$ cat src/rtl/slow_access_ctl_pkg.sv
// Shared definitions for the slow-access controller.
//   state_e : FSM state encoding (IDLE / ACCESS / HOLD)
//   CNT_W   : width of the post-access hold counter, in ticks
package slow_access_ctl_pkg;

  typedef enum logic [1:0] {
    ST_IDLE   = 2'd0,
    ST_ACCESS = 2'd1,
    ST_HOLD   = 2'd2
  } state_e;

  localparam int unsigned CNT_W = 4;

endpackage

$ cat src/rtl/slow_access_ctl_tick_gen.sv
// Timeout tick prescaler for slow_access_ctl.
// Pulses tick_o for one CLK cycle every TICK_DIV cycles. clr_i restarts the
// count, so the first tick after a clear lands TICK_DIV cycles later.
// Ports:
//   CLK    in  system clock
//   nPOR   in  synchronous active-low reset
//   clr_i  in  synchronous prescaler clear
//   tick_o out one-cycle tick pulse
module slow_tick_gen #(
  parameter int unsigned TICK_DIV = 16
) (
  input  logic CLK,
  input  logic nPOR,
  input  logic clr_i,
  output logic tick_o
);

  localparam int unsigned PW = (TICK_DIV > 1) ? $clog2(TICK_DIV) : 1;
  localparam logic [PW-1:0] LAST = PW'(TICK_DIV - 1);

  logic [PW-1:0] pre_q, pre_d;

  always_comb begin
    pre_d = pre_q + PW'(1);
    if (clr_i || (pre_q == LAST)) begin
      pre_d = '0;
    end
  end

  always_ff @(posedge CLK) begin
    if (!nPOR) begin
      pre_q <= '0;
    end else begin
      pre_q <= pre_d;
    end
  end

  assign tick_o = (pre_q == LAST);

endmodule

$ cat src/rtl/slow_access_ctl.sv
// Slow-device access controller.
// Asserts Slow for every new bus cycle that hits an enabled slow device, then
// holds it for SlowTimeout ticks after the access before releasing it.
// ClockGateEn follows Slow when clock gating was enabled at access start.
// Ports:
//   CLK, nPOR                         clock, synchronous active-low reset
//   BACT                              bus cycle active
//   IACKCS..SndCSWR                   device selects
//   SlowIACK..SlowSnd                 per-device slow enables
//   SlowClockGate                     enable clock gating while slow
//   SlowTimeout[3:0]                  post-access hold in ticks
//   Slow, ClockGateEn                 registered outputs
//
// state     | meaning
// ----------+----------------------------------------------------
// ST_IDLE   | no slow access; Slow=0
// ST_ACCESS | slow bus cycle in progress; Slow=1
// ST_HOLD   | post-access hold, Cnt counts down on ticks; Slow=1
module slow_access_ctl
  import slow_access_ctl_pkg::*;
#(
  parameter int unsigned TICK_DIV = 16
) (
  input  logic             CLK,
  input  logic             nPOR,
  input  logic             BACT,
  input  logic             IACKCS,
  input  logic             VIACS,
  input  logic             IWMCS,
  input  logic             SCCCS,
  input  logic             SCSICS,
  input  logic             SndCSWR,
  input  logic             SlowIACK,
  input  logic             SlowVIA,
  input  logic             SlowIWM,
  input  logic             SlowSCC,
  input  logic             SlowSCSI,
  input  logic             SlowSnd,
  input  logic             SlowClockGate,
  input  logic [CNT_W-1:0] SlowTimeout,
  output logic             Slow,
  output logic             ClockGateEn
);

  state_e           state_q, state_d;
  logic [CNT_W-1:0] cnt_q, cnt_d;
  logic             gate_q, gate_d;
  logic             bactr_q;
  logic             slow_q, cge_q;
  logic             hit, start, tick, presc_clr;

  assign hit = (IACKCS & SlowIACK) | (VIACS & SlowVIA) | (IWMCS & SlowIWM) |
               (SCCCS & SlowSCC) | (SCSICS & SlowSCSI) | (SndCSWR & SlowSnd);

  // Only the rising edge of BACT can start an access.
  assign start = BACT & ~bactr_q & hit;

  slow_tick_gen #(
    .TICK_DIV (TICK_DIV)
  ) u_tick (
    .CLK    (CLK),
    .nPOR   (nPOR),
    .clr_i  (presc_clr),
    .tick_o (tick)
  );

  always_comb begin
    state_d   = state_q;
    cnt_d     = cnt_q;
    gate_d    = gate_q;
    presc_clr = 1'b0;
    case (state_q)
      ST_IDLE: begin
        if (start) begin
          state_d = ST_ACCESS;
          cnt_d   = SlowTimeout;
          gate_d  = SlowClockGate;
        end
      end
      ST_ACCESS: begin
        if (!BACT) begin
          if (cnt_q != '0) begin
            state_d   = ST_HOLD;
            presc_clr = 1'b1;
          end else begin
            state_d = ST_IDLE;
          end
        end
      end
      ST_HOLD: begin
        // A retrigger wins over a tick in the same cycle.
        if (start) begin
          state_d = ST_ACCESS;
          cnt_d   = SlowTimeout;
          gate_d  = SlowClockGate;
        end else if (tick) begin
          if (cnt_q != '0) begin
            cnt_d = cnt_q - CNT_W'(1);
          end
          if (cnt_q <= CNT_W'(1)) begin
            state_d = ST_IDLE;
          end
        end
      end
      default: begin
        state_d = ST_IDLE;
      end
    endcase
  end

  always_ff @(posedge CLK) begin
    if (!nPOR) begin
      state_q <= ST_IDLE;
      cnt_q   <= '0;
      gate_q  <= 1'b0;
      bactr_q <= 1'b0;
      slow_q  <= 1'b0;
      cge_q   <= 1'b0;
    end else begin
      state_q <= state_d;
      cnt_q   <= cnt_d;
      gate_q  <= gate_d;
      bactr_q <= BACT;
      // Outputs are registered from next state so they line up with state_q.
      slow_q  <= (state_d != ST_IDLE);
      cge_q   <= (state_d != ST_IDLE) & gate_d;
    end
  end

  assign Slow        = slow_q;
  assign ClockGateEn = cge_q;

endmodule

$ cat config.mk
export PLATFORM = sky130hd
export DESIGN_NAME = slow_access_ctl
export DESIGN_NICKNAME = d
export VERILOG_FILES = /design/src/rtl/slow_access_ctl_pkg.sv /design/src/rtl/slow_access_ctl_tick_gen.sv /design/src/rtl/slow_access_ctl.sv
export SDC_FILE = /design/constraint.sdc
export NUM_CORES = 1
export LEC_CHECK = 0
export ABC_AREA = 1
export BUFFER_PORTS_ARGS = -buffer_cell sky130_fd_sc_hd__buf_4
export CAP_MARGIN = 20
export CELL_PAD_IN_SITES_DETAIL_PLACEMENT = 1
export CELL_PAD_IN_SITES_GLOBAL_PLACEMENT = 1
export CORE_UTILIZATION = 35
export CTS_CLUSTER_DIAMETER = 40
export DETAILED_ROUTE_END_ITERATION = 10
export GPL_TIMING_DRIVEN = 0
export PLACE_DENSITY_LB_ADDON = 0.12
export SLEW_MARGIN = 25
export SYNTH_ARGS = -nofsm -noshare
export SYNTH_HDL_FRONTEND = slang
export SYNTH_SLANG_ARGS = --single-unit
$ cat constraint.sdc
create_clock -name CLK -period 1.4 [get_ports CLK]
set_clock_uncertainty 0.1 [all_clocks]
set_input_delay 0.28 -clock CLK [delete_from_list [all_inputs] [get_ports CLK]]
set_output_delay 0.28 -clock CLK [all_outputs]
set_load 0.01 [all_outputs]
==> results.md <==
* DR vias at about 760
* Pwr dens at 892 nW/um^2
* Ports at 22
* Yosys reg bits at 14
* Buffer and inverter count on the worst path at 1
* Post-layout nets at 161
* H-tree Lvls at 1
* Max Slew Vio Count at 0
* Clock Tree Root: clkbuf_4
* Final Non-Filler Cells at between 150 and 200
* Hold Buf Count CTS at 0
* First-pass GRT wire length at 3.19 mm
* Share of post-route cells with drive strength above 1 at 0.326
* Vert. Die Dim at between 40 and 50 um
* Final ANT Viol Nets at 0
* Leakage at between 0.5 and 0.6 nW
* CP Capture Type: register
* Clock buffer count from CTS at 3
* Initial antenna violation count at 0
* CTS tree: yes
* GRT overflow at 0
* Avg WL per Cell at 10.7 um
* DRT iter0 DRCs at 1
* R2R cell count at 8
* Critical path type: register to register
* Pin count of the biggest net entering global routing at 9
* Final count of hold timing violations at 0
* Status: complete, no violations
* Syn Inst Count at 112
* Maximum vdd drop at between 0.0006 and 0.0007 V
* IO buf count at 20
* Die W at approximately 50 um
* Max Fanout on Critical Path at 5
* # diodes at 0
* Max-Cap Viols at 0
* CP top delay family: simple AND/OR/NAND/NOR gates
* Final design area excluding fillers at approximately 1000 sq um
* CP Data Required Time at ~1500 ps
* P&R area growth vs syn at 28.0%
* Total GRT Usage at 0.165
* Most common cell after layout, fill and taps aside: nand2_1
* Sequential area share after synthesis at 0.354
* Number of global-route vias before repair at between 700 and 800
* Minimum clock period at between 1000 and 1500 ps
* Final Power at between 0.0009 and 0.001 W
* Area of the core at between 2000 and 2500 sq um
* Post-Place Worst Slack at -44.2 ps
* # rows at 16
* Placed Area at roughly 1000 sq um
* Synth Cell Area at just under 800 sq um
* Clock Sinks at 14
* Avg Cell Area, Syn at 7.07 sq um
* End of the worst hold path: bactr_q$_SDFF_PN0_
* Drt drc at 0
* Final setup fails at 0
* Clock tree buffer depth at 2
* Flop2flop setup slack at 70 ps
* CP max stage delay at roughly 340 ps
* R2R Path End: Slow$_SDFF_PN0_
* Reg-to-reg startpoint: cnt_q[0]$_SDFFE_PN0P_
* Cells along the critical path: inv_2 > ha_2 > o21a_1 > nand2_1 > nand3_1 > nand2_1 > nor2_2 > nor2_1
* DPL Wire Length at about 1.5 mm
* Net count after synthesis at 136
* Synth warn at 0
* Vias per cell at 4.66
* Drt pass-1 iters at 4
* Crit path launch type: register
* Dpl cells at approximately 160
* Most common cell on crit path: nand2_1
* Fmax at 753 MHz
* Final worst slack at ~71 ps
* Hold_sp: BACT
* Worst skew pair latency at between 200 and 300 ps
* Die area at ~2500 sq um
* HP Class: input pin to register
* Worst path arrival time at about 1400 ps
* Synth unique cells at 21
* Slew headroom at 0.866
* Drt total wl at 1.73 mm
* Most frequent cells in the layout: 30 x nand2_1, 20 x buf_4, 13 x inv_1, 13 x nand3_1, 12 x dfxtp_1
* Worst Hold Path Cells at 3
* Global placer's final weighted congestion at 0.823
* Initial Utilization at 0.388
* Hold Slack at around 110 ps
* Clk slew on worst S/H paths at 80 ps
* Slew @ Worst Pin at 200 ps
* Fin crit share at 0.949
* RSZ-0062 raised after global routing: true
* Worst path slowest cell: dfxtp_2
==> metrics by stage <==
| step | setup TNS, ps | utilization |
|---|---|---|
| 2_1_floorplan | 0 | - |
| 3_3_place_gp | 0 | 0.478 |
| 3_5_place_dp | -84.8 | 0.478 |
| 4_1_cts | 0 | 0.492 |
| 5_1_grt | -151 | 0.496 |
| 6_report | 0 | 0.496 |
==> sequential cells by signal, indices dropped and copies added, names as in the netlist <==
register and flops:
u_tick.pre_q 4, gate_q 1, cnt_q 4, state_q 2
ClockGateEn 1, bactr_q 1, Slow 1
==> tightest hold or removal path: cells and delay by family <==
family        cells  cell delay, ps
buf+inv           2             130
simple gates      1              40
==> cells by family after synthesis <==
logic type	count (synthesis)	share of synthesized area
compound gates	7	0.0474
xor+xnor	3	0.0332
fa+ha+maj	4	0.0632
buf+inv	19	0.0916
flops	14	0.354
simple gates	65	0.411
==> final cells by class <==
cell class / instances / area [sq um]
tap: 27 / 33.8
clock buffer: 3 / 22.5
buffer: 1 / 5.00
sequential: 14 / 283
timing repair buffer: 20 / 150
fill: 290 / 1030
multi-input combinational: 79 / 452
inverter: 18 / 67.6
==> Yosys cell counts <==
cell,n,share of area
xor2_1,1,0.011
nand2_1,30,0.14
xnor2_1,2,0.022
a21oi_1,6,0.038
nor2_1,9,0.043
inv_1,15,0.071
inv_2,3,0.014
nor2_8,1,0.025
nand4_1,2,0.016
nand3b_1,1,0.0095
nor2_2,1,0.0079
nand3_1,13,0.082
dfxtp_1,14,0.35
nand2_2,3,0.024
nand2_4,1,0.014
and3_1,1,0.0079
nand3_2,2,0.025
ha_1,4,0.063
o21a_1,1,0.0095
nor2_4,1,0.014
buf_2,1,0.0063
==> report_power, final <==
group          switching [W]  total (W)  internal, W
Clock               0.000122   0.000222    0.0000996
Combinational       0.000122   0.000230     0.000108
Sequential         0.0000216   0.000453     0.000431
==> what timing repair did <==
item | 4_1_cts | 5_1_grt
pin swaps | 0 | 2
gates resized for setup | 4 | 4
setup endpoints to repair | 4 | 11
buffers inserted | 0 | 0
==> worst max path at each step <==
| stage | cells past startpoint | endpoint | from |
|---|---|---|---|
| after global routing | 8 | ClockGateEn$_SDFF_PN0_ | cnt_q[0]$_SDFFE_PN0P_ |
| final | 8 | Slow$_SDFF_PN0_ | cnt_q[0]$_SDFFE_PN0P_ |
| after CTS | 7 | Slow$_SDFF_PN0_ | u_tick.pre_q[0]$_SDFF_PP0_ |
| after detailed placement | 8 | Slow$_SDFF_PN0_ | cnt_q[0]$_SDFFE_PN0P_ |
| after floorplan | 8 | ClockGateEn$_SDFF_PN0_ | cnt_q[0]$_SDFFE_PN0P_ |
| after global placement | 8 | ClockGateEn$_SDFF_PN0_ | cnt_q[0]$_SDFFE_PN0P_ |
==> routing by layer <==
| layer | global-route usage | vias to the layer above | share of wire |
|---|---|---|---|
| met1 | 0.186 | 345 | 0.42 |
| li1 | - | 396 | - |
| met2 | 0.313 | 12 | 0.53 |
| met4 | 0.0429 | 0 | 0.0058 |
| met5 | 0 | - | 0 |
| met3 | 0.0278 | 2 | 0.038 |
Power figures use the tool's default switching activity.
